<file path="config.mk">
export PLATFORM = sky130hd
export DESIGN_NAME = mem_address_sequencer
export DESIGN_NICKNAME = d
export VERILOG_FILES = /design/src/rtl/mem_address_sequencer.sv
export SDC_FILE = /design/constraint.sdc
export NUM_CORES = 1
export LEC_CHECK = 0
export ABC_CLOCK_PERIOD_IN_PS = 3400
export BUFFER_PORTS_ARGS = -buffer_cell sky130_fd_sc_hd__buf_2
export CAP_MARGIN = 20
export CORE_MARGIN = 2
export CORE_UTILIZATION = 39
export CTS_CLUSTER_SIZE = 25
export DETAILED_ROUTE_END_ITERATION = 10
export PLACE_DENSITY = 0.58
export SYNTH_ARGS = -nofsm -noshare
export SYNTH_HDL_FRONTEND = slang
export SYNTH_SLANG_ARGS = --single-unit
</file>
<file path="constraint.sdc">
create_clock -name clk -period 3.4 [get_ports clk]
set_input_delay 0.51 -clock clk [delete_from_list [all_inputs] [get_ports clk]]
set_output_delay 0.51 -clock clk [all_outputs]
set_load 0.03 [all_outputs]
</file>
<file path="src/rtl/mem_address_sequencer.sv">
// Address sequencer: issues count addresses from base with a per-mode step
// (up, bounded-wrap, down, repeat) under a valid/ready handshake.
module mem_address_sequencer #(
   parameter int ADDR_W = 8,
   parameter int OFF_W  = 2,
   parameter int CNT_W  = 4
) (
   input  logic              clk,
   input  logic              reset,
   input  logic              start,
   input  logic [ADDR_W-1:0] base,
   input  logic [OFF_W-1:0]  offset,
   input  logic [CNT_W-1:0]  count,
   input  logic [1:0]        mode,
   input  logic [ADDR_W-1:0] limit,
   input  logic              ready,
   output logic [ADDR_W-1:0] outputAddress,
   output logic              addr_valid,
   output logic              busy,
   output logic              done,
   output logic              wrap
);

   typedef enum logic [1:0] {IDLE, RUN, DONE} state_t;
   typedef enum logic [1:0] {M_UP, M_BOUND, M_DOWN, M_REPEAT} mode_t;

   state_t            state, state_nxt;
   mode_t             mode_q;
   logic [ADDR_W-1:0] addr_q, base_q, limit_q, off_ext, addr_nxt;
   logic [OFF_W-1:0]  offset_q;
   logic [CNT_W-1:0]  remaining;
   logic              wrap_q, wrap_hit, handshake;
   logic [ADDR_W:0]   sum, diff;

   assign handshake = (state == RUN) && ready;
   assign off_ext   = ADDR_W'(offset_q);

   // NOTE: state updates use non-blocking assignments so every register
   // samples pre-edge values regardless of block ordering.
   always_ff @(posedge clk) begin
      if (reset) state <= IDLE;
      else       state <= state_nxt;
   end

   // NOTE: every always_comb output gets a default first, so no path can
   // leave it unassigned and infer a latch.
   always_comb begin
      state_nxt = state;
      case (state)
         IDLE:    if (start) state_nxt = (count != '0) ? RUN : DONE;
         RUN:     if (handshake && remaining == CNT_W'(1)) state_nxt = DONE;
         DONE:    state_nxt = IDLE;
         default: state_nxt = IDLE;
      endcase
   end

   always_comb begin
      addr_valid    = (state == RUN);
      busy          = (state == RUN);
      done          = (state == DONE);
      outputAddress = addr_q;
      wrap          = wrap_q;
   end

   // Extra top bit of sum/diff carries the carry-out or borrow.
   always_comb begin
      sum      = {1'b0, addr_q} + {1'b0, off_ext};
      diff     = {1'b0, addr_q} - {1'b0, off_ext};
      addr_nxt = addr_q;
      wrap_hit = 1'b0;
      case (mode_q)
         M_UP: begin
            addr_nxt = sum[ADDR_W-1:0];
            wrap_hit = sum[ADDR_W];
         end
         M_BOUND:  addr_nxt = (sum > {1'b0, limit_q}) ? base_q : sum[ADDR_W-1:0];
         M_DOWN: begin
            addr_nxt = diff[ADDR_W-1:0];
            wrap_hit = diff[ADDR_W];
         end
         default:  addr_nxt = addr_q;
      endcase
   end

   always_ff @(posedge clk) begin
      if (reset) begin
         addr_q    <= '0;
         base_q    <= '0;
         limit_q   <= '0;
         offset_q  <= '0;
         mode_q    <= M_UP;
         remaining <= '0;
         wrap_q    <= 1'b0;
      end else begin
         case (state)
            IDLE: if (start) begin
               wrap_q <= 1'b0;
               if (count != '0) begin
                  addr_q    <= base;
                  base_q    <= base;
                  limit_q   <= limit;
                  offset_q  <= offset;
                  mode_q    <= mode_t'(mode);
                  remaining <= count;
               end
            end
            RUN: if (handshake) begin
               remaining <= remaining - 1'b1;
               // Only a next address that is actually issued may set wrap.
               if (remaining != CNT_W'(1)) begin
                  addr_q <= addr_nxt;
                  if (wrap_hit) wrap_q <= 1'b1;
               end
            end
            default: ;
         endcase
      end
   end

endmodule

</file>
==> reports/metrics.yaml <==
hold_violations: 0
area_delta_synth_final_pct: 15.96
clkLatencyLatePin_ns: 0.29
hpwl_microns: 4931
final_util: 0.4736
end_kind: "register"
die_area_sq_mm: 0.006962
ctsResizeCount: 0
synth_cells: 323
cts.sinks: 35
worst_pin_slew_ns: 1.330
via_per_inst: 5.648
ant_nets: 0
rsz0062_at_grt: "no"
core_area_sq_mm: 0.006026
final_nets: 403
synthArstFlopShare: 0
port-buffer-count: 39
worstRegToRegCells: 12
post_drt_wl_per_cell_microns: 16.14
synthesis.area_sq_mm: 0.002461
worstHoldStart: "limit[3]"
drtIter0Drc: 156
finalSetupViolations: 0
status: "complete, no violations"
first_global_vias: 2299
slew_viol_final: 0
syn_nets: 370
place_congestion: 0.8743
p_leak_nw: 1.189
r2r_slack_ns: 0.25
hold_path_depth: 3
cts.clk_slew.worst_paths_ns: 0.07
grt_pass1_wl_microns: 11590
vias: 2440
min_to: "limit_q[3]"
fill_cells: 645
ys_top_cells_by_area: "dfxtp_1, ha_1, nand2_1, a21oi_1, inv_1"
diodes: 0
wl_microns: 6971
finalPower_mw: 1.449
ctsHoldBuffers: 0
max_freq_mhz: 317.7
setup_tns_ns: 0
synth_cell_type_count: 55
startpoint_type: "register"
grt_overflow: 0
synth_seq_area_share: 0.2847
synth-seq-cells: 35
ctsLongestPathBuffers: 2
r2r-start: "outputAddress[0]"
ir_drop_mv: 0.4068
grt_max_degree: 40
first_pass_iters: 4
reg2reg_to: "outputAddress[0]"
drc: 0
post-cts-setup-buffers: 0
rows: 28
grt.total_usage: 0.2035
max_slew_margin: 0.1136
critPathKind: "register to register"
fin_crit_sh: 0.9259
maxCapViolations: 0
cts_buffers: 5
powerDensity_mw_per_mm2: 507.5
synth_top_area_frac: 0.2847
num_io_pins: 40
synth-edff-count: 0
placed_cell_area_sq_mm: 0.002711
final_layout_size_suffix_gt1_frac: 0.1933
finalClockSkew_ns: 0.007098
arrival_ns: 3.35
h-tree-depth: 2
final_area_sq_mm: 0.002854
die_w_microns: 83.44
required_ns: 3.61
ctsRootBufferMaster: "clkbuf_8"
fp.dieH_microns: 83.44
cts_tree: "done"
worstHoldPathType: "input port to register"
min_period_ns: 3.148
avgSynthCellArea_sq_um: 7.620
initial_core_util: 0.4084
antenna_found_initial: 0
yosysTopAreaCell: "dfxtp_1"
synth_top_flop_cell: "dfxtp_1"
crit_path_max_fanout: 7
synth_warnings: 0
-- synth_stat cells, drive strengths merged, types with 2 or more instances --
cell    count
o22ai       2
ha         17
fa          2
and2        2
nand3b      2
dfxtp      35
nor4        2
and3        3
a211oi      3
a21boi      2
o32ai       2
nand2      54
inv        20
clkbuf     15
o221ai      3
nand4       4
a21oi      36
o21ai      13
or3         2
a21o        2
xnor2       7
nor3b       3
a221o       3
o211ai      2
a221oi      6
nor2b       2
nor3       13
or4         3
xor2        4
nand3      16
a22oi       2
a31oi       5
nor2       13
a311oi      3
nand2b      2
buf         9
-- per-layer routing --
layer / up-vias / wire (microns) / GRT usage
met1: 1127 / 3245 / 0.2877
met5: - / 0 / 0
met2: 79 / 3081 / 0.3145
met4: 0 / 88 / 0.05572
met3: 11 / 555 / 0.04175
li1: 1223 / - / -
-- worst max-delay path by stage --
stage | start | endpoint | slack [ns] | depth (start not counted)
finish | outputAddress[0] | outputAddress[0] | 0.25 | 12
global route | outputAddress[0] | outputAddress[5] | 0.01 | 13
CTS | outputAddress[0] | outputAddress[5] | 0.19 | 12
detailed placement | outputAddress[0] | outputAddress[5] | 0.24 | 12
global placement | outputAddress[0] | outputAddress[5] | 0.28 | 12
floorplan | outputAddress[0] | outputAddress[7] | 0.32 | 12
-- worst max-delay path: stages (launching register included) --
cell and delay [ns]:
dfxtp_1 0.35, ha_1 0.24, fa_1 0.51, nand3_1 0.22
xnor2_2 0.11, ha_1 0.33, nand2_1 0.06, nor3_1 0.27
nor3b_1 0.09, buf_4 0.15, o21a_2 0.27, and2_1 0.18
o32ai_1 0.25
-- sequential cells by signal, indices dropped and copies added (netlist names) --
name / count
remaining: 4
base_q: 8
state: 2
mode_q: 2
wrap: 1
limit_q: 8
outputAddress: 8
offset_q: 2
-- report_power, final --
group          total (mW)  leakage, nW  switching [mW]  internal [mW]
combinational       0.515        0.836           0.318          0.197
clock               0.454       0.0654           0.161          0.293
sequential          0.480        0.288          0.0358          0.444
total                1.45         1.19           0.514          0.934
-- layout by cell type (no fill, tap or decap), drive strengths merged, types with 4 or more instances in the layout --
cell type,count
a21oi,36
a221oi,6
a31oi,5
buf,50
clkbuf,6
dfxtp,35
ha,17
inv,20
nand2,54
nand3,16
nand4,4
nor2,13
nor3,13
o21ai,13
xnor2,7
xor2,4
-- metrics by stage --
step | setup WS (ns) | std cells | hold slack (ns)
floorplan | 0.3238 | 323 | 0.4363
global placement | 0.2796 | 424 | 0.4439
detailed placement | 0.2425 | 424 | 0.4470
CTS | 0.1903 | 432 | 0.4429
global route | 0.01495 | 432 | 0.4464
finish | 0.2521 | 432 | 0.4409
-- final cells by class --
class / instances / area, sq um / share of cell area
sequential: 35 / 701.9 / 0.2459
timing repair buffer: 50 / 277.8 / 0.09733
multi-input combinational: 244 / 1573 / 0.5511
clock buffer: 6 / 72.57 / 0.02543
tap: 75 / 93.84 / 0.03288
clock inverter: 2 / 60.06 / 0.02104
inverter: 20 / 75.07 / 0.02630
-- logic make-up after synthesis --
group | after synthesis | synth area share
buffers and inverters | 44 | 0.08185
flip-flops | 35 | 0.2847
multiplexers | 1 | 0.004067
AO/OA/AOI/OAI | 90 | 0.2374
AND/OR/NAND/NOR | 123 | 0.2501
adder cells (fa/ha/maj) | 19 | 0.1027
XOR/XNOR | 11 | 0.03914
(Power assumes the default switching activity.)
